## config.mk

```make
export PLATFORM = sky130hd
export DESIGN_NAME = decode_stage
export DESIGN_NICKNAME = d
export VERILOG_FILES = /design/src/rtl/decode_stage.sv
export SDC_FILE = /design/constraint.sdc
export NUM_CORES = 1
export LEC_CHECK = 0
export ABC_CLOCK_PERIOD_IN_PS = 3500
export CAP_MARGIN = 15
export CORE_MARGIN = 2
export CORE_UTILIZATION = 50
export CTS_CLUSTER_SIZE = 8
export DETAILED_ROUTE_END_ITERATION = 6
export MAX_ROUTING_LAYER = met4
export PLACE_DENSITY = 0.84
export SLEW_MARGIN = 20
export SYNTH_ARGS = -nofsm -noshare
export SYNTH_HDL_FRONTEND = slang
export SYNTH_SLANG_ARGS = --single-unit
```

## constraint.sdc

```tcl
create_clock -name clk -period 3.5 [get_ports clk]
set_clock_uncertainty 0.05 [all_clocks]
set_input_delay 0.7 -clock clk [delete_from_list [all_inputs] [get_ports clk]]
set_output_delay 0.7 -clock clk [all_outputs]
set_load 0.1 [all_outputs]
```

## src/rtl/decode_stage.sv

```systemverilog
// RV32I(+M) decode stage: fetch-side instruction queue, combinational head decode,
// load-use scoreboard and a registered valid/ready output slot.
module decode_stage #(
  parameter int QUEUE_DEPTH     = 4,
  parameter int LOAD_USE_CYCLES = 1,
  parameter int EN_M            = 0
) (
  input  logic                             clk,
  input  logic                             rst,
  input  logic                             flush,
  input  logic                             in_valid,
  output logic                             in_ready,
  input  logic [31:0]                      in_pc,
  input  logic [31:0]                      in_inst,
  output logic                             out_valid,
  input  logic                             out_ready,
  output logic [31:0]                      out_pc,
  output logic [4:0]                       out_rd,
  output logic [4:0]                       out_rs1,
  output logic [4:0]                       out_rs2,
  output logic [2:0]                       out_funct3,
  output logic [6:0]                       out_funct7,
  output logic [31:0]                      out_imm,
  output logic                             out_rd_valid,
  output logic                             out_rs1_valid,
  output logic                             out_rs2_valid,
  output logic [9:0]                       out_ctrl,
  output logic                             out_system,
  output logic                             out_illegal,
  output logic [$clog2(QUEUE_DEPTH+1)-1:0] occupancy
);

  localparam int PW = $clog2(QUEUE_DEPTH);
  localparam int CW = $clog2(QUEUE_DEPTH + 1);
  localparam logic [CW-1:0] FULL_COUNT = CW'(QUEUE_DEPTH);

  localparam logic [6:0] OPC_OP_IMM = 7'b0010011;
  localparam logic [6:0] OPC_OP     = 7'b0110011;
  localparam logic [6:0] OPC_LOAD   = 7'b0000011;
  localparam logic [6:0] OPC_STORE  = 7'b0100011;
  localparam logic [6:0] OPC_BRANCH = 7'b1100011;
  localparam logic [6:0] OPC_LUI    = 7'b0110111;
  localparam logic [6:0] OPC_AUIPC  = 7'b0010111;
  localparam logic [6:0] OPC_JAL    = 7'b1101111;
  localparam logic [6:0] OPC_JALR   = 7'b1100111;
  localparam logic [6:0] OPC_FENCE  = 7'b0001111;
  localparam logic [6:0] OPC_SYSTEM = 7'b1110011;

  // {mul_div, reg_write, alu_src, lo_imm, pc_rel, branch, uncond, mem_read, mem_write, mem_to_reg}
  localparam logic [9:0] CTRL_OP_IMM = 10'h180;
  localparam logic [9:0] CTRL_OP     = 10'h100;
  localparam logic [9:0] CTRL_MULDIV = 10'h300;
  localparam logic [9:0] CTRL_LOAD   = 10'h185;
  localparam logic [9:0] CTRL_STORE  = 10'h082;
  localparam logic [9:0] CTRL_BRANCH = 10'h030;
  localparam logic [9:0] CTRL_LUI    = 10'h1C0;
  localparam logic [9:0] CTRL_AUIPC  = 10'h1E0;
  localparam logic [9:0] CTRL_JAL    = 10'h1B8;
  localparam logic [9:0] CTRL_JALR   = 10'h198;

  logic [31:0]   q_pc   [QUEUE_DEPTH];
  logic [31:0]   q_inst [QUEUE_DEPTH];
  logic [PW-1:0] wr_ptr;
  logic [PW-1:0] rd_ptr;
  logic [CW-1:0] count;
  logic [4:0]    sb [LOAD_USE_CYCLES];

  logic [31:0] head_pc;
  logic [31:0] inst;
  logic        head_valid;
  logic [6:0]  opcode;
  logic [31:0] imm_i, imm_s, imm_b, imm_u, imm_j;
  logic [9:0]  raw_ctrl;
  logic [31:0] raw_imm;
  logic        raw_rs1_use, raw_rs2_use, raw_system, illegal;
  logic [9:0]  dec_ctrl;
  logic [31:0] dec_imm;
  logic        dec_rs1_valid, dec_rs2_valid, dec_system;
  logic        hazard, held, issue, enq, load_issue;

  assign head_pc    = q_pc[rd_ptr];
  assign inst       = q_inst[rd_ptr];
  assign head_valid = (count != {CW{1'b0}});
  assign opcode     = inst[6:0];

  assign imm_i = {{20{inst[31]}}, inst[31:20]};
  assign imm_s = {{20{inst[31]}}, inst[31:25], inst[11:7]};
  assign imm_b = {{19{inst[31]}}, inst[31], inst[7], inst[30:25], inst[11:8], 1'b0};
  assign imm_u = {inst[31:12], 12'h000};
  assign imm_j = {{11{inst[31]}}, inst[31], inst[19:12], inst[20], inst[30:21], 1'b0};

  // Per-opcode control, immediate selection and legality of the head instruction
  always_comb begin
    raw_ctrl    = 10'h000;
    raw_imm     = 32'h0000_0000;
    raw_rs1_use = 1'b0;
    raw_rs2_use = 1'b0;
    raw_system  = 1'b0;
    illegal     = 1'b0;
    case (opcode)
      OPC_OP_IMM: begin raw_ctrl = CTRL_OP_IMM; raw_imm = imm_i; raw_rs1_use = 1'b1; end
      OPC_OP: begin
        raw_rs1_use = 1'b1;
        raw_rs2_use = 1'b1;
        if (inst[31:25] == 7'b0000000 || inst[31:25] == 7'b0100000) begin
          raw_ctrl = CTRL_OP;
        end else if (inst[31:25] == 7'b0000001 && EN_M != 0) begin
          raw_ctrl = CTRL_MULDIV;
        end else begin
          illegal = 1'b1;
        end
      end
      OPC_LOAD:   begin raw_ctrl = CTRL_LOAD;   raw_imm = imm_i; raw_rs1_use = 1'b1; end
      OPC_STORE: begin
        raw_ctrl = CTRL_STORE; raw_imm = imm_s; raw_rs1_use = 1'b1; raw_rs2_use = 1'b1;
      end
      OPC_BRANCH: begin
        raw_ctrl = CTRL_BRANCH; raw_imm = imm_b; raw_rs1_use = 1'b1; raw_rs2_use = 1'b1;
      end
      OPC_LUI:    begin raw_ctrl = CTRL_LUI;   raw_imm = imm_u; end
      OPC_AUIPC:  begin raw_ctrl = CTRL_AUIPC; raw_imm = imm_u; end
      OPC_JAL:    begin raw_ctrl = CTRL_JAL;   raw_imm = imm_j; end
      OPC_JALR:   begin raw_ctrl = CTRL_JALR;  raw_imm = imm_i; raw_rs1_use = 1'b1; end
      OPC_FENCE:  begin raw_ctrl = 10'h000; end
      OPC_SYSTEM: begin raw_system = 1'b1; end
      default:    begin illegal = 1'b1; end
    endcase
  end

  // Illegal encodings still issue, but with every control and operand flag cleared
  assign dec_ctrl      = illegal ? 10'h000 : raw_ctrl;
  assign dec_imm       = illegal ? 32'h0000_0000 : raw_imm;
  assign dec_rs1_valid = raw_rs1_use & ~illegal;
  assign dec_rs2_valid = raw_rs2_use & ~illegal;
  assign dec_system    = raw_system & ~illegal;

  // Load-use hazard: a used, nonzero source register matches a pending load destination
  always_comb begin
    hazard = 1'b0;
    for (int i = 0; i < LOAD_USE_CYCLES; i++) begin
      if (sb[i] != 5'd0 && ((dec_rs1_valid && inst[19:15] == sb[i]) ||
                            (dec_rs2_valid && inst[24:20] == sb[i]))) begin
        hazard = 1'b1;
      end else begin
        hazard = hazard;
      end
    end
    hazard = hazard & head_valid;
  end

  assign in_ready   = (count != FULL_COUNT) && !rst;
  assign held       = out_valid && !out_ready;
  assign issue      = head_valid && !hazard && !held && !flush;
  assign enq        = in_valid && in_ready && !flush;
  assign load_issue = issue && dec_ctrl[2] && (inst[11:7] != 5'd0);
  assign occupancy  = count;

  // Queue storage; no reset needed because count gates every read
  always_ff @(posedge clk) begin
    if (enq) begin
      q_pc[wr_ptr]   <= in_pc;
      q_inst[wr_ptr] <= in_inst;
    end
  end

  // Queue pointers and occupancy
  always_ff @(posedge clk) begin
    if (rst || flush) begin
      wr_ptr <= {PW{1'b0}};
      rd_ptr <= {PW{1'b0}};
      count  <= {CW{1'b0}};
    end else begin
      if (enq) wr_ptr <= wr_ptr + PW'(1);
      if (issue) rd_ptr <= rd_ptr + PW'(1);
      case ({enq, issue})
        2'b10:   count <= count + CW'(1);
        2'b01:   count <= count - CW'(1);
        default: count <= count;
      endcase
    end
  end

  // Scoreboard shifts only when the slot moves, so downstream stalls do not consume bubbles
  always_ff @(posedge clk) begin
    if (rst || flush) begin
      for (int i = 0; i < LOAD_USE_CYCLES; i++) sb[i] <= 5'd0;
    end else if (!held) begin
      sb[0] <= load_issue ? inst[11:7] : 5'd0;
      for (int i = 1; i < LOAD_USE_CYCLES; i++) sb[i] <= sb[i-1];
    end
  end

  // Registered output slot
  always_ff @(posedge clk) begin
    if (rst) begin
      out_valid     <= 1'b0;
      out_pc        <= 32'h0000_0000;
      out_rd        <= 5'd0;
      out_rs1       <= 5'd0;
      out_rs2       <= 5'd0;
      out_funct3    <= 3'd0;
      out_funct7    <= 7'd0;
      out_imm       <= 32'h0000_0000;
      out_rd_valid  <= 1'b0;
      out_rs1_valid <= 1'b0;
      out_rs2_valid <= 1'b0;
      out_ctrl      <= 10'h000;
      out_system    <= 1'b0;
      out_illegal   <= 1'b0;
    end else if (flush) begin
      out_valid <= 1'b0;
    end else if (issue) begin
      out_valid     <= 1'b1;
      out_pc        <= head_pc;
      out_rd        <= inst[11:7];
      out_rs1       <= inst[19:15];
      out_rs2       <= inst[24:20];
      out_funct3    <= inst[14:12];
      out_funct7    <= inst[31:25];
      out_imm       <= dec_imm;
      out_rd_valid  <= dec_ctrl[8];
      out_rs1_valid <= dec_rs1_valid;
      out_rs2_valid <= dec_rs2_valid;
      out_ctrl      <= dec_ctrl;
      out_system    <= dec_system;
      out_illegal   <= illegal;
    end else if (!held) begin
      out_valid <= 1'b0;
    end
  end

endmodule

```

==> flow_summary.toml, run 1 <==
[run_status]
outcome = "finished clean"

[worst_setup_path]
cp_top_family = "compound AO/OA/AOI/OAI gates"
critPathCaptureType = "flip-flop"
crit_type = "reg2reg"
slowest_stage = "mux4_2"
cp_data_required_time_ns = 3.94
startpoint_type = "flip-flop"
slowest_delay_ns = 0.56
path_max_fanout = 6
critical_path_buf_inv_count = 2
path_cells = "buf_12 -> mux4_2 -> xnor2_2 -> a221o_1 -> and3_4 -> o221a_4 -> nor2_4 -> ha_4 -> inv_2 -> fa_2 -> xor2_1 -> or3_1 -> a21oi_1"
crit_arrival_ns = 3.82

[final_layout]
drive_above_1_share_pct = 23.4
design_area_mm2 = 0.0185
final_net_count = 1254
fillCellCount = 1959
synthToLayoutAreaGrowth_pct = 27.2
final_core_util_pct = 64.4

[logic_synthesis]
avgSynthCellArea_um2 = 15.0
synth_edf_count = 261
yosysSeqAreaShare_pct = 69.2
async_reset_ff_share_pct = 0
synthCells = 967
ys_ff_latch = 372
ys.warnings.count = 0
synth_area_mm2 = 0.0145
ys.flop_type = "edfxtp_1"
ys_types = 57
syn-num-nets = 1042

[cts]
numClockSinks = 372
clkTransAtPathRegs_ns = 0.05
cts-root-buf = "clkbuf_16"
cts_hold_buf = 0
htree_levels = 2
clock_path_buffers = 3
cts_buffers = 52
cts_tree = "yes"
clkLatencyLatePin_ns = 0.55

[floorplanning]
dieArea_mm2 = 0.0305
die_w_um = 175
coreArea_mm2 = 0.0287
io_pins = 178
start_util_pct = 50.7
core.rowCount = 62
die_h_um = 175

[placed_design]
place_area_mm2 = 0.0168
dp_hpwl_mm = 23.3
gp_congestion = 0.896
portBuffers = 176

[routing]
drtIter0Drc = 959
ant_nets = 0
drt_wl_total_mm = 37.5
drc = 0
wire_per_inst_um = 23.3
viasPerCell = 6.03
first_pass_iters = 6
via_count = 9694

[timing]
setup_viol = 0
fmax_mhz = 295
min_period_ns = 3.39
rsz0062_at_grt = "yes"
final_max_slew_viol_count = 0
finalCritPeriodShare_pct = 96.8
whs_ns = 0.418
slew_headroom_pct = 31.9
fin_tns_setup_ns = 0
hold_viol = 0
worst_pin_slew_ns = 1.02

[run]
drv_cap = 0

[power]
pwr-share-clk_pct = 46.3
power_frac_seq_pct = 48.4
p_sw_mw = 2.11
power_switching_share_pct = 21.3
comb_power_share_pct = 5.2
pwr_density_cell_mw_per_mm2 = 535
irDropWorstVdd_uv = 390
power.leakage_nw = 6.05
internal_power_mw = 7.78
totalPowerFinal_mw = 9.89

[grt]
grt_usage_pct = 24.9
grt_pass1_vias = 9651
grt_pass1_wl_mm = 56.1
grt_max_degree = 73
grt-ovfl-total = 0
antenna_found_initial = 1

[hold_path]
min_path_type = "reg2reg"
-- synth_stat cells (4+ instances only) --
cell type,count,area [um2]
edfxtp_1,261,7840
a21oi_1,121,606
dfxtp_1,111,2220
o21ai_0,69,345
nand3_1,66,330
mux4_2,63,1420
clkbuf_1,39,146
buf_2,19,95.1
nand2_1,18,67.6
nor2_1,16,60.1
a211oi_1,15,113
nand2b_1,13,81.3
nor3_1,11,55.1
o21ai_1,11,55.1
xnor2_1,11,96.3
a211oi_2,10,125
and2_1,10,62.6
nand4_1,8,50.1
buf_4,7,52.6
inv_1,7,26.3
nor2b_1,7,43.8
buf_6,6,67.6
a22oi_1,5,37.5
buf_1,5,18.8
ha_1,5,62.6
or3_1,5,31.3
or4_1,4,30.0
xor2_1,4,35.0
-- power groups by stage --
stage	Sequential, mW	Clock (mW)	Combinational (mW)
2_1_floorplan	5.00	0	0.162
3_3_place_gp	4.87	0	0.493
3_5_place_dp	4.87	0	0.503
4_1_cts	4.79	4.64	0.507
5_1_grt	4.79	4.84	0.540
6_report	4.79	4.58	0.517
-- registers in the layout, summed over array words and instances, names as in the netlist, 5 cells and up, named ones only --
register    cells
out_pc         32
out_rs2         5
out_rd          5
q_inst        128
out_funct7      7
sb              5
out_ctrl        7
q_pc          128
out_rs1         5
out_imm        32
-- per-layer routing --
metal / track usage [%] / wire [um] / up-vias
li1: - / - / 4192
met1: 32.8 / 14700 / 4865
met2: 38.5 / 18000 / 554
met3: 5.73 / 3670 / 83
met4: 8.37 / 1140 / 0
met5: - / 0 / -
-- path summary, 6_finish.rpt --
path                                                   to                     from  slack, ns  depth (start not counted)
worst max-delay path            occupancy[2]$_SDFFE_PP0P_                flip-flop       0.11                         13
worst min-delay path              out_imm[0]$_SDFFE_PP0P_  out_imm[0]$_SDFFE_PP0P_       0.42                          2
worst max register to register  occupancy[2]$_SDFFE_PP0P_                flip-flop       0.11                         13
worst min register to register    out_imm[0]$_SDFFE_PP0P_  out_imm[0]$_SDFFE_PP0P_       0.42                          2
-- cell type report --
class	count	area [um2]	area share, %
Antenna cell	1	2.50	0.0135
Sequential cell	372	10100	54.5
Clock inverter	3	45.0	0.244
Clock buffer	95	1480	8.03
Inverter	7	26.3	0.142
Multi-Input combinational cell	511	4130	22.4
Timing Repair Buffer	235	2250	12.2
Tap cell	384	480	2.60
-- through the flow --
step           setup WS [ns]  instances
6_report               0.112       1608
5_1_grt              -0.0130       1608
4_1_cts               0.0202       1596
3_5_place_dp          0.0192       1498
3_3_place_gp          0.0997       1498
2_1_floorplan         -0.133        967
-- cells in the final DEF (no fill, tap or decap), types with 7 or more instances in the layout --
cell	synthesis	layout
nor2b_1	7	7
a211oi_1	15	14
clkbuf_16	0	55
xnor2_1	11	10
clkbuf_1	39	42
mux4_2	63	63
nor2_1	16	16
edfxtp_1	261	261
o21ai_0	69	69
buf_12	0	13
nand2b_1	13	13
buf_4	7	112
nand2_1	18	18
clkdlybuf4s50_1	0	107
dfxtp_1	111	108
a211oi_2	10	11
nand3_1	66	66
nor3_1	11	9
nand4_1	8	8
o21ai_1	11	11
a21oi_1	121	121
-- timing repair --
item	CTS	global route
gates resized for setup	0	5
endpoints found under the setup margin	0	2
setup buffers	0	9
-- logic make-up after synthesis --
group	after synthesis	share of synthesized area [%]
AO/OA/AOI/OAI	249	10.0
XOR/XNOR	15	0.904
flip-flops	372	69.2
other	1	0.0258
buffers and inverters	84	2.83
adder cells (fa/ha/maj)	6	0.568
multiplexers	67	10.0
AND/OR/NAND/NOR	173	6.43
-- tightest hold or removal path, stage by stage, from the launching register on --
cell      delay [ns]
dfxtp_1         0.31
nand2b_1        0.06
o21ai_1         0.05
Power figures use the tool's default switching activity.
==> inputs of run 2 (changes only) <==
--- a/config.mk
+++ b/config.mk
@@ -8,11 +8,11 @@
 export ABC_CLOCK_PERIOD_IN_PS = 3500
 export CAP_MARGIN = 15
 export CORE_MARGIN = 2
-export CORE_UTILIZATION = 50
+export CORE_UTILIZATION = 40
 export CTS_CLUSTER_SIZE = 8
 export DETAILED_ROUTE_END_ITERATION = 6
 export MAX_ROUTING_LAYER = met4
-export PLACE_DENSITY = 0.84
+export PLACE_DENSITY = 0.71
 export SLEW_MARGIN = 20
 export SYNTH_ARGS = -nofsm -noshare
 export SYNTH_HDL_FRONTEND = slang
==> run 2 against run 1 <==
Routed wire length is 0.82% higher. Utilization is 12 points lower. Maximum frequency is 0.57% lower. Cell area is 0.18% higher. Via count is 3.6% lower. Global-route usage is 4.5 points lower. Worst hold slack better by 0.0016 ns. Flip-flop and latch count stayed put. Sequential power hardly changed. First-iteration DRC count is 23% lower. Non-clock buffer count is 3 lower. Sequential share of layout area is 0.099 points lower.
==> flow_summary.toml, run 2 (synthesized netlist as in run 1, its figures left out) <==
[run_status]
outcome = "finished clean"

[placed_design]
pre_cts_slack_ns = 0.0735
portBuffers = 176
dp_hpwl_mm = 23.9
gp_congestion = 0.865
place_area_mm2 = 0.0170
place_inst = 1579

[power]
pwr_density_cell_mw_per_mm2 = 534
irDropWorstVdd_uv = 338
power.leakage_nw = 6.05

[worst_setup_path]
slowest_delay_ns = 0.53
regToRegEndpoint = "occupancy[2]$_SDFFE_PP0P_"
crit_type = "reg2reg"
cp_data_required_time_ns = 3.94
reg2reg_slack_ns = 0.09
crit_arrival_ns = 3.85
slowest_stage = "or4_1"
critPathCaptureType = "flip-flop"
path_max_fanout = 5
startpoint_type = "flip-flop"
ff2ff_path_depth = 13
path_cells = "clkbuf_16 -> mux4_2 -> or4_1 -> nor3_1 -> o2111a_2 -> o221a_4 -> nor2_4 -> ha_4 -> inv_2 -> fa_2 -> xor2_1 -> or3_1 -> a21oi_2"

[hold_path]
min_delay_worst_endpoint = "out_imm[0]$_SDFFE_PP0P_"
min_from = "out_imm[0]$_SDFFE_PP0P_"
min_delay_path_depth = 2
min_path_type = "reg2reg"

[final_layout]
final_net_count = 1251
synthToLayoutAreaGrowth_pct = 27.4
final_common_cell = "edfxtp_1"
fin_cells = 1678
drive_above_1_share_pct = 23.9
final_core_util_pct = 51.9
reg_top3 = "q_inst: 128 flops, q_pc: 128 flops"
design_area_mm2 = 0.0185
final_cell_mix = "edfxtp_1, a21oi_1, buf_4"
n_antenna_cell = 0

[grt]
grt_max_degree = 86
grt_usage_pct = 20.4
grt-ovfl-total = 0
grt_pass1_wl_mm = 56.8
grt_pass1_vias = 9173
antenna_found_initial = 0

[cts]
clkLatencyLatePin_ns = 0.56
numClockSinks = 372
cts_tree = "yes"
htree_levels = 2
cts-root-buf = "clkbuf_16"
cts_buffers = 52
clock_path_buffers = 3
cts_hold_buf = 0
clkTransAtPathRegs_ns = 0.05

[timing]
setup_viol = 0
hold_viol = 0
finalCritPeriodShare_pct = 97.3
min_period_ns = 3.41
worst_pin_slew_ns = 0.979
setup_slack_ns = 0.0932
final_max_slew_viol_count = 0
whs_ns = 0.420
fmax_mhz = 294
slew_headroom_pct = 34.5

[floorplanning]
die_w_um = 195
dieArea_mm2 = 0.0379
core.rowCount = 69
start_util_pct = 40.8
coreArea_mm2 = 0.0357
io_pins = 178
die_h_um = 195

[routing]
via_count = 9345
wire_per_inst_um = 22.6
drc = 0
first_pass_iters = 5
drt_wl_total_mm = 37.8
viasPerCell = 5.57
ant_nets = 0
drtIter0Drc = 743

[run]
drv_cap = 0
==> run 2: cell types whose count changed in the layout (fill, tap and decap cells not counted), sizes merged <==
cell,change
clkbuf,-3
diode,-1
inv,-1
clkdlybuf4s50,-9
buf,+7
==> run 2: worst max path at each step <==
stage / startpoint / slack (ns) / cells after the start / endpoint
floorplan: flip-flop / -0.13 / 16 / occupancy[2]$_SDFFE_PP0P_
global placement: flip-flop / 0.11 / 10 / rd_ptr[1]$_SDFFE_PP0P_
detailed placement: flip-flop / 0.07 / 10 / rd_ptr[1]$_SDFFE_PP0P_
CTS: flip-flop / 0.04 / 10 / flip-flop
global route: flip-flop / -0.06 / 13 / occupancy[1]$_SDFFE_PP0P_
finish: flip-flop / 0.09 / 13 / occupancy[2]$_SDFFE_PP0P_
==> run 2: through the flow <==
| stage | setup TNS (ns) | power, mW |
|---|---|---|
| final | 0 | 9.89 |
| after global routing | -0.105 | 10.2 |
| after CTS | 0 | 9.97 |
| after detailed placement | 0 | 5.38 |
| after global placement | 0 | 5.37 |
| after floorplan | -0.145 | 5.16 |
==> run 2: worst max-delay path, delay by kind of cell (launching register included) <==
kind	cells	cell delay, ns
AO/OA/AOI/OAI	3	0.62
XOR/XNOR	1	0.06
adder cells (fa/ha/maj)	2	0.34
buffers and inverters	2	0.20
flip-flops	1	0.37
multiplexers	1	0.52
AND/OR/NAND/NOR	4	1.18
==> run 2: metal layers <==
metal / wire, um / vias up / GRT usage, % / part of all wire (%)
met1: 16200 / 4679 / 27.5 / 43
met5: 0 / - / - / 0
met2: 17200 / 393 / 29.9 / 45
met3: 3380 / 78 / 5.76 / 8.9
li1: - / 4195 / - / -
met4: 1110 / 0 / 6.67 / 2.9
==> run 2: final cells by class <==
type,instances,area [um2]
clock buffers,93,1480
clock inverters,2,25.0
fillers,2970,17100
inverters,7,26.3
multi-input cells,511,4130
flip-flops and latches,372,10100
well taps,461,577
repair buffers,232,2220
==> run 2: what timing repair did <==
action	in CTS	in global routing
gates resized for setup	0	5
setup endpoints to repair	0	70
buffers inserted	0	3
==> run 2: power breakdown <==
part / internal [mW] / leakage (nW) / switching [mW]
Sequential: 4.77 / 3.27 / 0.0230
Combinational: 0.178 / 2.06 / 0.335
Clock: 2.82 / 0.714 / 1.77
==> inputs of run 3 (changes only) <==
--- a/config.mk
+++ b/config.mk
@@ -9,10 +9,12 @@
 export CAP_MARGIN = 15
 export CORE_MARGIN = 2
 export CORE_UTILIZATION = 40
+export CTS_CLUSTER_DIAMETER = 30
 export CTS_CLUSTER_SIZE = 8
 export DETAILED_ROUTE_END_ITERATION = 6
 export MAX_ROUTING_LAYER = met4
 export PLACE_DENSITY = 0.71
+export SETUP_SLACK_MARGIN = 0.05
 export SLEW_MARGIN = 20
 export SYNTH_ARGS = -nofsm -noshare
 export SYNTH_HDL_FRONTEND = slang
==> run 3 against run 2 <==
Combinational power is essentially flat. Critical path depth is the same. Via count grew 1.2%. Largest cell class unchanged.
==> flow_summary.toml, run 3 (synthesized netlist as in run 1, its figures left out) <==
[run_status]
outcome = "finished clean"

[worst_setup_path]
path_cells = "buf_12 -> mux4_2 -> nand2b_1 -> a221o_1 -> and3_4 -> o221a_4 -> nor2_4 -> ha_4 -> inv_2 -> fa_2 -> xor2_1 -> or3_1 -> a21oi_2"
slowest_stage = "mux4_2"
regToRegEndpoint = "occupancy[2]$_SDFFE_PP0P_"
crit_type = "reg2reg"
reg2reg_slack_ns = 0.12
cp_data_required_time_ns = 3.94
cp_top_family = "simple AND/OR/NAND/NOR gates"
cp.depth = 13
critPathCaptureType = "flip-flop"
crit_arrival_ns = 3.82
critical_path_buf_inv_count = 2
ff2ff_path_depth = 13
startpoint_type = "flip-flop"
critical_path.endpoint = "occupancy[2]$_SDFFE_PP0P_"
slowest_delay_ns = 0.54
path_max_fanout = 6

[final_layout]
final_common_cell = "edfxtp_1"
seqCellArea_mm2 = 0.0101
drive_above_1_share_pct = 28.1
synthToLayoutAreaGrowth_pct = 34.2
multiInputGateArea_mm2 = 0.00414
final_net_count = 1274
fillCellCount = 2839
fin_cells = 1718
final_cell_mix = "edfxtp_1, a21oi_1, buf_4"
reg_top3 = "q_inst: 128 flops, q_pc: 128 flops"

[hold_path]
min_path_type = "reg2reg"

[routing]
ant_nets = 0
first_pass_iters = 5
drtIter0Drc = 766
wire_per_inst_um = 22.1
via_count = 9461
drt_wl_total_mm = 37.9
viasPerCell = 5.51
drc = 0

[grt]
grt-ovfl-total = 0
grt_max_degree = 86
grt_pass1_wl_mm = 57.3
grt_usage_pct = 20.5
grt_pass1_vias = 9461
antenna_found_initial = 1

[timing]
whs_ns = 0.417
hold_viol = 0
finalCritPeriodShare_pct = 96.5
fin_tns_setup_ns = 0
rsz0062_at_grt = "yes"
worst_pin_slew_ns = 1.02
min_period_ns = 3.38
slew_headroom_pct = 31.9
final_max_slew_viol_count = 0
setup_viol = 0
fmax_mhz = 296

[placed_design]
place_inst = 1579
gp_congestion = 0.865
portBuffers = 176
dp_hpwl_mm = 23.9

[power]
power_frac_seq_pct = 39.4
internal_power_mw = 9.61
pwr_density_cell_mw_per_mm2 = 624
irDropWorstVdd_uv = 456
pwr-share-clk_pct = 56.4
power_switching_share_pct = 21.1
comb_power_share_pct = 4.2
power.leakage_nw = 6.54
p_sw_mw = 2.57

[cts]
numClockSinks = 372
cts_tree = "yes"
clkTransAtPathRegs_ns = 0.05
cts-root-buf = "clkbuf_16"
cts_buffers = 74
htree_levels = 3
clock_path_buffers = 3
clkLatencyLatePin_ns = 0.56

[floorplanning]
dieArea_mm2 = 0.0379
io_pins = 178
core.rowCount = 69
coreArea_mm2 = 0.0357
die_w_um = 195
start_util_pct = 40.8
die_h_um = 195

[run]
drv_cap = 0
## run 3: cell count changes in the layout (fill, tap and decap cells not counted), moves of 2 or more
cell,before,now
clkinv_8,0,2
inv_6,0,2
clkinv_2,1,11
clkbuf_16,54,78
clkinv_1,0,2
clkinvlp_4,0,5
nor3_2,2,4
clkbuf_1,40,18
clkbuf_8,0,2
nor3_1,9,7
clkinv_4,0,5
bufinv_16,0,8
## run 3: power by group through the flow
stage	logic, mW	registers (mW)	clock network, mW
2_1_floorplan	0.162	5.00	0
3_3_place_gp	0.501	4.87	0
3_5_place_dp	0.508	4.87	0
4_1_cts	0.510	4.80	6.97
5_1_grt	0.541	4.79	7.20
6_report	0.512	4.79	6.87
## run 3: cell type report
class                           instances  area share, %
Tap cell                              461           2.96
Timing Repair Buffer                  233           11.4
Clock buffer                           97           10.4
Multi-Input combinational cell        511           21.2
Clock inverter                         36           2.33
Antenna cell                            1         0.0128
Sequential cell                       372           51.6
Inverter                                7          0.135
## run 3: stage by stage
stage | utilization, % | setup WS, ns | cell area [um2] | power, mW
3_5_place_dp | 47.5 | 0.0735 | 17000 | 5.38
2_1_floorplan | - | -0.133 | 14600 | 5.16
3_3_place_gp | 47.5 | 0.109 | 17000 | 5.37
5_1_grt | 54.7 | 0.00496 | 19500 | 12.5
6_report | 54.7 | 0.121 | 19500 | 12.2
4_1_cts | 54.5 | 0.0672 | 19400 | 12.3
## run 3: timing repair
action / 4_1_cts / 5_1_grt
hold buffers: 0 / 0
setup buffers: 0 / 4
endpoints found under the setup margin: 5 / 41
pin swaps: 0 / 2
resized for setup: 1 / 7
gates cloned: 0 / 1
## run 3: routing by layer
| layer | vias up | part of all wire, % | global-route usage, % |
|---|---|---|---|
| met5 | - | 0 | - |
| met4 | 0 | 2.0 | 6.15 |
| met3 | 61 | 8.7 | 6.80 |
| met2 | 391 | 46 | 30.2 |
| met1 | 4752 | 43 | 27.1 |
| li1 | 4257 | - | - |
## run 3: how the worst min path moves through the flow
stage	startpoint	endpoint	slack, ns	cells past startpoint
2_1_floorplan	wr_ptr[1]$_SDFFE_PP0P_	wr_ptr[1]$_SDFFE_PP0P_	0.42	2
3_3_place_gp	out_imm[0]$_SDFFE_PP0P_	out_imm[0]$_SDFFE_PP0P_	0.41	2
3_5_place_dp	out_imm[6]$_SDFFE_PP0P_	out_imm[6]$_SDFFE_PP0P_	0.41	2
4_1_cts	out_imm[8]$_SDFFE_PP0P_	out_imm[8]$_SDFFE_PP0P_	0.42	2
5_1_grt	out_imm[10]$_SDFFE_PP0P_	out_imm[10]$_SDFFE_PP0P_	0.43	2
6_report	out_imm[0]$_SDFFE_PP0P_	out_imm[0]$_SDFFE_PP0P_	0.42	2
## run 3: worst register-to-register path, stage by stage, from the launching register on
cell      delay, ns
dfxtp_4        0.37
buf_12         0.13
mux4_2         0.54
nand2b_1       0.17
a221o_1        0.37
and3_4         0.19
o221a_4        0.30
nor2_4         0.11
ha_4           0.14
inv_2          0.03
fa_2           0.32
xor2_1         0.15
or3_1          0.32
a21oi_2        0.12
